$ cat src/rtl/fc_weight_dma_if.sv
// Bus bundle between the FC layer controller, the weight memory and the weight DMA.
// DMA_read is a level request sampled only while the engine is idle; DMA_ready is a one-cycle pulse coincident with word 0 on the stream.
interface fc_weight_dma_if #(
  parameter int MEM_ADDRESS_WIDTH   = 16,
  parameter int LAYER_ADDRESS_WIDTH = 7,
  parameter int DATA_WIDTH          = 16
);
  logic                           DMA_read;
  logic [MEM_ADDRESS_WIDTH-1:0]   DMA_address;
  logic [LAYER_ADDRESS_WIDTH-1:0] DMA_count;
  logic                           DMA_ready;
  logic                           mem_en;
  logic [MEM_ADDRESS_WIDTH-1:0]   mem_addr;
  logic [DATA_WIDTH-1:0]          mem_rdata;
  logic [DATA_WIDTH-1:0]          stream_data;
  logic                           stream_valid;
  logic                           stream_last;
  logic [LAYER_ADDRESS_WIDTH-1:0] stream_index;
  logic                           busy;

  modport slave (
    input  DMA_read, DMA_address, DMA_count, mem_rdata,
    output DMA_ready, mem_en, mem_addr, stream_data, stream_valid,
           stream_last, stream_index, busy
  );

  modport master (
    output DMA_read, DMA_address, DMA_count, mem_rdata,
    input  DMA_ready, mem_en, mem_addr, stream_data, stream_valid,
           stream_last, stream_index, busy
  );
endinterface

$ cat src/rtl/fc_weight_dma.sv
// Weight/bias DMA: burst-reads a block of words from synchronous memory into a local
// buffer, then streams it one word per cycle onto the FC data bus.
module fc_weight_dma #(
  parameter int MEM_ADDRESS_WIDTH   = 16,
  parameter int LAYER_ADDRESS_WIDTH = 7,
  parameter int DATA_WIDTH          = 16
) (
  input  logic       clk,
  input  logic       rst,
  input  logic       clk_en,
  fc_weight_dma_if.slave bus,
  output logic [1:0] dbg_state
);
  localparam int DEPTH = 2 ** LAYER_ADDRESS_WIDTH;
  localparam logic [LAYER_ADDRESS_WIDTH-1:0] ONE = 1;

  typedef enum logic [1:0] {IDLE, FETCH, DRAIN, STREAM} state_t;
  state_t state, state_next;

  logic [MEM_ADDRESS_WIDTH-1:0]   base;
  logic [LAYER_ADDRESS_WIDTH-1:0] len, fetch_cnt, cap_cnt;
  logic                           cap_pending;
  logic [DATA_WIDTH-1:0]          wbuf [DEPTH];

  logic                           mem_en_c;
  logic [MEM_ADDRESS_WIDTH-1:0]   mem_addr_c;
  logic                           accept;
  logic [LAYER_ADDRESS_WIDTH-1:0] rd_idx;
  logic [DATA_WIDTH-1:0]          rd_data;

  logic                           ready_q, valid_q, last_q;
  logic [LAYER_ADDRESS_WIDTH-1:0] index_q;
  logic [DATA_WIDTH-1:0]          data_q;

  assign accept = (state == IDLE) && bus.DMA_read && (bus.DMA_count != '0);

  always_ff @(posedge clk) begin
    if (rst)         state <= IDLE;
    else if (clk_en) state <= state_next;
  end

  always_comb begin
    state_next = state;
    mem_en_c   = 1'b0;
    mem_addr_c = '0;
    case (state)
      IDLE:   if (accept) state_next = FETCH;
      FETCH: begin
        mem_en_c   = clk_en;
        mem_addr_c = base + MEM_ADDRESS_WIDTH'(fetch_cnt);
        if (fetch_cnt == len - ONE) state_next = DRAIN;
      end
      DRAIN:  state_next = STREAM;
      STREAM: if (last_q) state_next = IDLE;
      default: state_next = IDLE;
    endcase
  end

  // Capture runs off the previous cycle's mem_en regardless of clk_en, so no issued read is lost.
  always_ff @(posedge clk) begin
    if (rst) begin
      cap_pending <= 1'b0;
      cap_cnt     <= '0;
    end else begin
      cap_pending <= mem_en_c;
      if (cap_pending)        cap_cnt <= cap_cnt + ONE;
      else if (state == IDLE) cap_cnt <= '0;
    end
  end

  always_ff @(posedge clk) begin
    if (cap_pending) wbuf[cap_cnt] <= bus.mem_rdata;
  end

  // For a one-word burst, word 0 lands in the same edge that loads it onto the stream.
  assign rd_idx  = (state == STREAM) ? index_q + ONE : '0;
  assign rd_data = (cap_pending && (cap_cnt == rd_idx)) ? bus.mem_rdata : wbuf[rd_idx];

  always_ff @(posedge clk) begin
    if (rst) begin
      base      <= '0;
      len       <= '0;
      fetch_cnt <= '0;
      ready_q   <= 1'b0;
      valid_q   <= 1'b0;
      last_q    <= 1'b0;
      index_q   <= '0;
      data_q    <= '0;
    end else if (clk_en) begin
      case (state)
        IDLE: if (accept) begin
          base      <= bus.DMA_address;
          len       <= bus.DMA_count;
          fetch_cnt <= '0;
        end
        FETCH: fetch_cnt <= fetch_cnt + ONE;
        DRAIN: begin
          valid_q <= 1'b1;
          ready_q <= 1'b1;
          index_q <= '0;
          data_q  <= rd_data;
          last_q  <= (len == ONE);
        end
        STREAM: begin
          if (last_q) begin
            valid_q <= 1'b0;
            ready_q <= 1'b0;
            last_q  <= 1'b0;
            index_q <= '0;
            data_q  <= '0;
          end else begin
            valid_q <= 1'b1;
            ready_q <= 1'b0;
            index_q <= rd_idx;
            data_q  <= rd_data;
            last_q  <= (rd_idx == len - ONE);
          end
        end
        default: ;
      endcase
    end
  end

  assign bus.mem_en       = mem_en_c;
  assign bus.mem_addr     = mem_addr_c;
  assign bus.DMA_ready    = ready_q;
  assign bus.stream_valid = valid_q;
  assign bus.stream_last  = last_q;
  assign bus.stream_index = index_q;
  assign bus.stream_data  = data_q;
  assign bus.busy         = (state != IDLE);
  assign dbg_state        = state;
endmodule

$ cat src/flat_wrapper.sv
// flat-port wrapper written by rule: the top's interface ports become plain ports
module fc_weight_dma_flat 
#(
  parameter int MEM_ADDRESS_WIDTH   = 16,
  parameter int LAYER_ADDRESS_WIDTH = 7,
  parameter int DATA_WIDTH          = 16
)
  (clk, rst, clk_en, dbg_state, bus_DMA_read, bus_DMA_address, bus_DMA_count, bus_mem_rdata, bus_DMA_ready, bus_mem_en, bus_mem_addr, bus_stream_data, bus_stream_valid, bus_stream_last, bus_stream_index, bus_busy);
  fc_weight_dma_if #(.MEM_ADDRESS_WIDTH(MEM_ADDRESS_WIDTH), .LAYER_ADDRESS_WIDTH(LAYER_ADDRESS_WIDTH), .DATA_WIDTH(DATA_WIDTH)) bus_i ();
  input  logic clk;
  input  logic rst;
  input  logic clk_en;
  output logic [1:0] dbg_state;
  input wire logic [$bits(bus_i.DMA_read)-1:0] bus_DMA_read;
  input wire logic [$bits(bus_i.DMA_address)-1:0] bus_DMA_address;
  input wire logic [$bits(bus_i.DMA_count)-1:0] bus_DMA_count;
  input wire logic [$bits(bus_i.mem_rdata)-1:0] bus_mem_rdata;
  output wire logic [$bits(bus_i.DMA_ready)-1:0] bus_DMA_ready;
  output wire logic [$bits(bus_i.mem_en)-1:0] bus_mem_en;
  output wire logic [$bits(bus_i.mem_addr)-1:0] bus_mem_addr;
  output wire logic [$bits(bus_i.stream_data)-1:0] bus_stream_data;
  output wire logic [$bits(bus_i.stream_valid)-1:0] bus_stream_valid;
  output wire logic [$bits(bus_i.stream_last)-1:0] bus_stream_last;
  output wire logic [$bits(bus_i.stream_index)-1:0] bus_stream_index;
  output wire logic [$bits(bus_i.busy)-1:0] bus_busy;
  assign bus_i.DMA_read = bus_DMA_read;
  assign bus_i.DMA_address = bus_DMA_address;
  assign bus_i.DMA_count = bus_DMA_count;
  assign bus_i.mem_rdata = bus_mem_rdata;
  assign bus_DMA_ready = bus_i.DMA_ready;
  assign bus_mem_en = bus_i.mem_en;
  assign bus_mem_addr = bus_i.mem_addr;
  assign bus_stream_data = bus_i.stream_data;
  assign bus_stream_valid = bus_i.stream_valid;
  assign bus_stream_last = bus_i.stream_last;
  assign bus_stream_index = bus_i.stream_index;
  assign bus_busy = bus_i.busy;
  fc_weight_dma #(.MEM_ADDRESS_WIDTH(MEM_ADDRESS_WIDTH), .LAYER_ADDRESS_WIDTH(LAYER_ADDRESS_WIDTH), .DATA_WIDTH(DATA_WIDTH)) u_core (.clk(clk), .rst(rst), .clk_en(clk_en), .bus(bus_i), .dbg_state(dbg_state));
endmodule
$ cat config.mk
export PLATFORM = sky130hd
export DESIGN_NAME = fc_weight_dma_flat
export DESIGN_NICKNAME = d
export VERILOG_FILES = /design/src/rtl/fc_weight_dma_if.sv /design/src/rtl/fc_weight_dma.sv /design/src/flat_wrapper.sv
export SDC_FILE = /design/constraint.sdc
export NUM_CORES = 2
export LEC_CHECK = 0
export CAP_MARGIN = 20
export CORE_ASPECT_RATIO = 1.75
export CORE_MARGIN = 2
export CORE_UTILIZATION = 55
export CTS_BUF_LIST = sky130_fd_sc_hd__clkbuf_4 sky130_fd_sc_hd__clkbuf_8
export CTS_CLUSTER_DIAMETER = 100
export DETAILED_ROUTE_END_ITERATION = 7
export GPL_TIMING_DRIVEN = 0
export PLACE_DENSITY = 0.71
export REMOVE_ABC_BUFFERS = 1
export SYNTH_ARGS = -nofsm -noshare
export SYNTH_HDL_FRONTEND = slang
export SYNTH_SLANG_ARGS = --single-unit
export TNS_END_PERCENT = 5
$ cat constraint.sdc
create_clock -name clk -period 5.9 [get_ports clk]
set_input_delay 1.18 -clock clk [delete_from_list [all_inputs] [get_ports clk]]
set_output_delay 1.18 -clock clk [all_outputs]
set_load 0.02 [all_outputs]
Word-level counts from Yosys, hierarchy flattened
Memories as Yosys holds them, arrays and structs flattened.
Index checks and enable logic that the tools add are counted.
{ "word_totals": {"reg_bits": 66, "mem_bits_rw": 2048, "inputBits": 43, "out_inout_bits": 46, "wordCells": 63, "n_memories": 1} }
{ "memory_table": {"columns": ["name", "words", "word_bits", "read_ports", "rd_ports_with_merged_regs", "wr", "line", "rtl"], "rows": [
  ["u_core.wbuf", 128, 16, 1, 0, 1, "fc_weight_dma.sv:23", "logic [DATA_WIDTH-1:0] wbuf [DEPTH];"]
]} }
{ "classes": {"add_sub_neg": 5, "n_eq_ne": 10, "mux": 23, "n_reduce_logical": 13} }
{ "op_table": {"columns": ["op", "count"], "rows": [
  ["16-bit 2-to-1 mux", 3],
  ["7-bit 2-to-1 mux", 5],
  ["16-bit one-hot mux with 2 select lines", 1],
  ["7-bit one-hot mux with 2 select lines", 2],
  ["7-bit by 1-bit adder with 7-bit output, second input constant", 3],
  ["7-bit equality test", 3],
  ["16-bit by 7-bit adder with 16-bit output", 1],
  ["2-bit one-hot mux with 4 select lines", 1],
  ["2-bit nonzero test", 4],
  ["7-bit by 1-bit equality test with 1-bit output, second input constant", 1],
  ["7-bit nonzero test", 1],
  ["7-bit by 1-bit subtractor with 7-bit output, second input constant", 1],
  ["2-bit 2-to-1 mux", 3],
  ["2-bit by 1-bit != test with 1-bit output, second input constant", 3],
  ["1-bit one-hot mux with 2 select lines", 3],
  ["3-bit AND reduction", 2],
  ["1-bit 2-to-1 mux", 5],
  ["2-bit equality test, second input constant", 2],
  ["4-bit AND reduction", 1],
  ["1-bit logical AND", 3],
  ["2-bit by 1-bit equality test with 1-bit output, second input constant", 1],
  ["2-bit zero test", 1],
  ["2-bit AND reduction", 1]
]} }

Longest topological paths before layout
{ "logic_depth": {"ltp_word": 7, "depth_mapped": 14, "ltp_nobuf": 11} }

Least setup slack after synthesis
No wires, ideal clock.
{ "synth_timing": {"path_kind": "register -> output", "startpoint": "register u_core.fetch_cnt[0]", "endpoint": "output bus_mem_addr[12]", "t_arrival_ps": 2422, "slack_ps": 2298, "stages_incl_launch_ff": 12, "path_buffers": 0, "cell_sequence": "dfxtp_1 > ha_1 > inv_1 > fa_1 > nor2b_1 > o21ai_0 > a21boi_0 > o21ai_0 > a21boi_0 > o2111ai_1 > xnor2_1 > and2_1"} }
{ "synth_between": {"elab_chain_cells": 2} }
{ "synth_lines": {"columns": ["item", "line", "rtl"], "rows": [
  ["start, declared", "fc_weight_dma.sv:21", "logic [LAYER_ADDRESS_WIDTH-1:0] len, fetch_cnt, cap_cnt;"],
  ["start signal, assigned", "fc_weight_dma.sv:96", "FETCH: fetch_cnt <= fetch_cnt + ONE;"],
  ["16-bit by 7-bit adder with 16-bit output", "fc_weight_dma.sv:50", "mem_addr_c = base + MEM_ADDRESS_WIDTH'(fetch_cnt);"],
  ["16-bit 2-to-1 mux", "fc_weight_dma.sv:46", "case (state)"],
  ["end, declared", "flat_wrapper.sv:20", "output wire logic [$bits(bus_i.mem_addr)-1:0] bus_mem_addr;"]
]} }
Every way passes these cells.

Worst setup path after layout
{ "layout_timing": {"startpoint": "register u_core.index_q[0], in the netlist u_core.bus.stream_index[0]", "endpoint": "register u_core.data_q[7], in the netlist u_core.bus.stream_data[7]"} }
{ "layout_between": {"elab_chain_cells": 7, "elab_cells_between_ends": 8, "classes_between": "add/sub (1); eq/ne (1); mux (4); reduce/logical (1); memory (1)"} }
{ "layout_lines": {"columns": ["item", "line", "rtl"], "rows": [
  ["start, declared", "fc_weight_dma.sv:32", "logic [LAYER_ADDRESS_WIDTH-1:0] index_q;"],
  ["start signal, assigned", "fc_weight_dma.sv:114", "index_q <= rd_idx;"],
  ["7-bit by 1-bit adder with 7-bit output (*)", "fc_weight_dma.sv:76", "assign rd_idx = (state == STREAM) ? index_q + ONE : '0;"],
  ["7-bit 2-to-1 mux (*)", "fc_weight_dma.sv:76", null],
  ["parallel branches: the longest is 2 deep, another holds memory 128 x 16 bit", null, null],
  ["16-bit 2-to-1 mux (*)", "fc_weight_dma.sv:77", "assign rd_data = (cap_pending && (cap_cnt == rd_idx)) ? bus.mem_rdata : wbuf[rd_idx];"],
  ["16-bit 2-to-1 mux", "fc_weight_dma.sv:105", "if (last_q) begin"],
  ["16-bit one-hot mux with 2 select lines (*)", "fc_weight_dma.sv:90", "case (state)"],
  ["end signal, assigned", "fc_weight_dma.sv:101", "data_q <= rd_data;"],
  ["end signal, assigned", "fc_weight_dma.sv:115", "data_q <= rd_data;"],
  ["end, declared", "fc_weight_dma.sv:33", "logic [DATA_WIDTH-1:0] data_q;"]
]} }
Every way passes the cells marked *.
A chain may end at the register's enable or synchronous reset.

==> flow_summary_export.csv <==
group,metric,value,unit
status,status,"complete, but fails checks",
status,violations,"setup timing",
yosys,syn-cell-area,83400,µm²
finish,multi_input_area,19300,µm²
power_and_ir_drop,p_sw,5.82,mW
finish,fin_area,95100,µm²
sta,setup_violations,1,
clocking,clk_latency,0.95,ns
global_route,antenna_found_initial,6,
power_and_ir_drop,p_int,22.1,mW
yosys,yosysUniqueCellTypes,79,
floorplan,coreArea,151000,µm²
clocking,hold_buffers,0,
critical_path,crit_path_start_kind,"register",
yosys,ys_warn_count,0,
yosys,seq_area_frac_synth,75.3,%
routing,vias,52454,
floorplan,die_h,519,µm
sta,timing.fmax,168,MHz
critical_path,worst_setup_path_end_kind,"register",
finish,fillers,10214,
routing,drc,0,
clocking,clockBufferDepth,4,
routing,ant_nets,0,
power_and_ir_drop,powerDensity,294,nW/µm²
critical_path,crit_arrival,6.81,ns
yosys,synth_edf_count,2048,
sta,min_period,5.94,ns
critical_path,critPathMaxFanout,30,
run,drv_cap,0,
critical_path,reg2reg_depth,14,
yosys,synthTopCellsByArea,"edfxtp_1 (74%), mux4_2 (3.3%), nand2_1 (2.3%)",
sta,fin_crit_sh,101,%
yosys,synth_top_area_cell,"edfxtp_1",
sta,maxSlewViolCount,0,
clocking,cts_tree,"yes",
global_route,track_usage,31.6,%
global_route,grt_busiest_layer,"met2",
sta,worst_clock_skew,0.0499,ns
finish,area_growth,13.9,%
placement,dpl.hpwl,155000,µm
sta,slew_headroom,15.5,%
placement,dpl_cell_area,89600,µm²
yosys,yosys.area.top_type_share,73.7,%
routing,post_drt_wl_per_cell,32.6,µm
power_and_ir_drop,seqPwrFrac,59.0,%
finish,nNetsFinal,5492,
finish,utilization,62.9,%
yosys,synth-seq-cells,2114,
power_and_ir_drop,clockPowerShare,38.6,%
power_and_ir_drop,swShare,20.8,%
critical_path,reg2reg_slack,-0.04,ns
floorplan,die_width,298,µm
floorplan,rows,189,
power_and_ir_drop,pwr-share-comb,2.4,%
yosys,synth_common_cells,"edfxtp_1 (2048), nand2_1 (504), o22ai_1 (244)",
power_and_ir_drop,total_power,28.0,mW
critical_path,r2r_end,"u_core.bus.stream_data[7]",
clocking,htree_num_levels,5,
yosys,async_reset_ff_share,0,%
critical_path,crit_type,"register to register",
floorplan,die_area,155000,µm²
floorplan,initial_core_util,55.2,%
yosys,synth.most_common_cell,"edfxtp_1",
global_route,grt_overflow,0,
yosys,ys.flop_type,"edfxtp_1",
clocking,clk_pin_slew,0.07,ns
global_route,grt_max_degree,124,
worst_hold_path,hp-start,"u_core.base[5]",
floorplan,ios,89,
global_route,grt_pass1_vias,51612,
critical_path,reg2reg_from,"u_core.bus.stream_index[0]",
finish,regArea,62800,µm²
worst_hold_path,hold_class,"register to register",
routing,dr.pass1.iters,6,
routing,wl,249000,µm
critical_path,cp.required,6.77,ns
sta,finalHoldViolations,0,
clocking,cts_sinks,2114,
clocking,cts_made_buffers,288,
worst_hold_path,hold_path_depth,2,
global_route,met3_usage,6.72,%
placement,portBuffers,88,
worst_hold_path,whs_endpoint,"u_core.base[5]",
global_route,use_met1,38.0,%
sta,tightestPinTransition,1.26,ns
routing,vias_per_cell,6.86,
placement,gp_congestion,0.874,
sta,rsz0062_at_grt,"false",
power_and_ir_drop,ir_drop,0.000253,V
clocking,root_buffer,"clkbuf_8",
yosys,syn_inst,5212,
yosys,avgSynthCellArea,16.0,µm²
finish,layout-drive-gt1-share,18.1,%
global_route,grt_pass1_wl,354000,µm
routing,drt-initial-drc-count,7459,
power_and_ir_drop,leakage,29.7,nW
global_route,grt_util_met2,50.9,%
sta,fin_ws,-0.0433,ns
[metrics by stage]
| stage | hold slack [ns] | std cells | setup WS (ns) | setup TNS [ns] |
|---|---|---|---|---|
| 2_1_floorplan | 0.434 | 4835 | -13.73 | -237.59 |
| 3_3_place_gp | 0.449 | 6928 | -38.78 | -1291.27 |
| 3_5_place_dp | 0.453 | 7145 | -0.242 | -0.251 |
| 4_1_cts | 0.462 | 7635 | -0.0152 | -0.0152 |
| 5_1_grt | 0.465 | 7640 | 0.0133 | 0 |
| 6_report | 0.470 | 7641 | -0.0433 | -0.0433 |
[power by group through the flow]
| stage | Combinational [mW] | Clock, mW | Sequential, mW |
|---|---|---|---|
| final | 0.669 | 10.8 | 16.5 |
| after global routing | 0.695 | 11.4 | 16.5 |
| after CTS | 0.654 | 10.8 | 16.5 |
| after detailed placement | 0.652 | 0 | 16.8 |
| after global placement | 0.643 | 0 | 16.9 |
| after floorplan | 0.227 | 0 | 16.8 |
[logic make-up after synthesis]
family	share of synthesized area [%]
multiplexers	5.73
AND/OR/NAND/NOR	5.85
XOR/XNOR	0.496
flip-flops	75.3
AO/OA/AOI/OAI	10.1
buffers and inverters	2.22
adder cells (fa/ha/maj)	0.264
[metal layers]
layer / vias to the layer above / part of all wire, %
met3: 843 / 11
met5: - / 0.026
met2: 3841 / 48
li1: 21438 / -
met4: 8 / 8.3
met1: 26324 / 33
[state kept, by name (all words and copies together), names as in the netlist]
name,cells
u_core.bus.stream_last,1
u_core.len,7
u_core.bus.stream_index,7
u_core.dbg_state,2
u_core.fetch_cnt,7
u_core.bus.stream_data,16
u_core.wbuf,2048
u_core.bus.DMA_ready,1
u_core.cap_pending,1
u_core.cap_cnt,7
u_core.base,16
u_core.bus.stream_valid,1
[worst max path at each step]
stage	startpoint	to	slack, ns	cells past startpoint
floorplan	u_core.bus.stream_index[0]	u_core.bus.stream_data[15]	-13.73	8
global placement	u_core.bus.stream_index[0]	u_core.bus.stream_data[3]	-38.78	8
detailed placement	u_core.bus.stream_index[0]	u_core.bus.stream_data[4]	-0.24	12
CTS	u_core.bus.stream_index[0]	u_core.bus.stream_data[7]	-0.02	14
global route	u_core.fetch_cnt[0]	bus_mem_addr[8]	0.01	12
finish	u_core.bus.stream_index[0]	u_core.bus.stream_data[7]	-0.04	14
[what timing repair did]
| item | CTS | global route |
|---|---|---|
| cloned | 0 | 1 |
| setup endpoints to repair | 2 | 9 |
| setup buffers | 0 | 0 |
| hold endpoints to repair | 0 | 0 |
| gates resized for setup | 1 | 3 |
| pin swaps | 0 | 1 |
[area by class of cell]
| cell class | instances | share of cell area [%] |
|---|---|---|
| timing repair buffer | 306 | 5.18 |
| sequential | 2114 | 66.1 |
| tap | 2005 | 2.64 |
| clock buffer | 390 | 5.06 |
| inverter | 19 | 0.0829 |
| clock inverter | 100 | 0.598 |
| antenna | 4 | 0.0105 |
| multi-input combinational | 2703 | 20.3 |
[layout by cell type, fill, tap and decap left out, types with 73 or more instances in the layout]
| cell | count |
|---|---|
| a211oi_1 | 96 |
| a21oi_1 | 167 |
| a31oi_1 | 73 |
| buf_8 | 79 |
| clkbuf_4 | 89 |
| clkbuf_8 | 301 |
| edfxtp_1 | 2048 |
| mux2i_1 | 158 |
| mux4_2 | 122 |
| nand2_1 | 498 |
| nand3_1 | 188 |
| nor2_1 | 73 |
| nor2_2 | 122 |
| o21ai_0 | 143 |
| o221ai_1 | 166 |
| o22ai_1 | 244 |
[worst max-delay path: stages (launching register included)]
cell and delay (ns):
dfxtp_4 0.72, ha_1 0.57, xnor2_4 0.31, buf_16 0.27, buf_16 0.18, nor2_4 0.54
buf_12 0.31, buf_12 0.25, buf_12 0.24, mux2_2 0.38, o22ai_1 0.54, a221oi_1 0.19
a211oi_1 0.62, o21ai_0 0.36, o21ai_0 0.30
(Power assumes the default switching activity.)
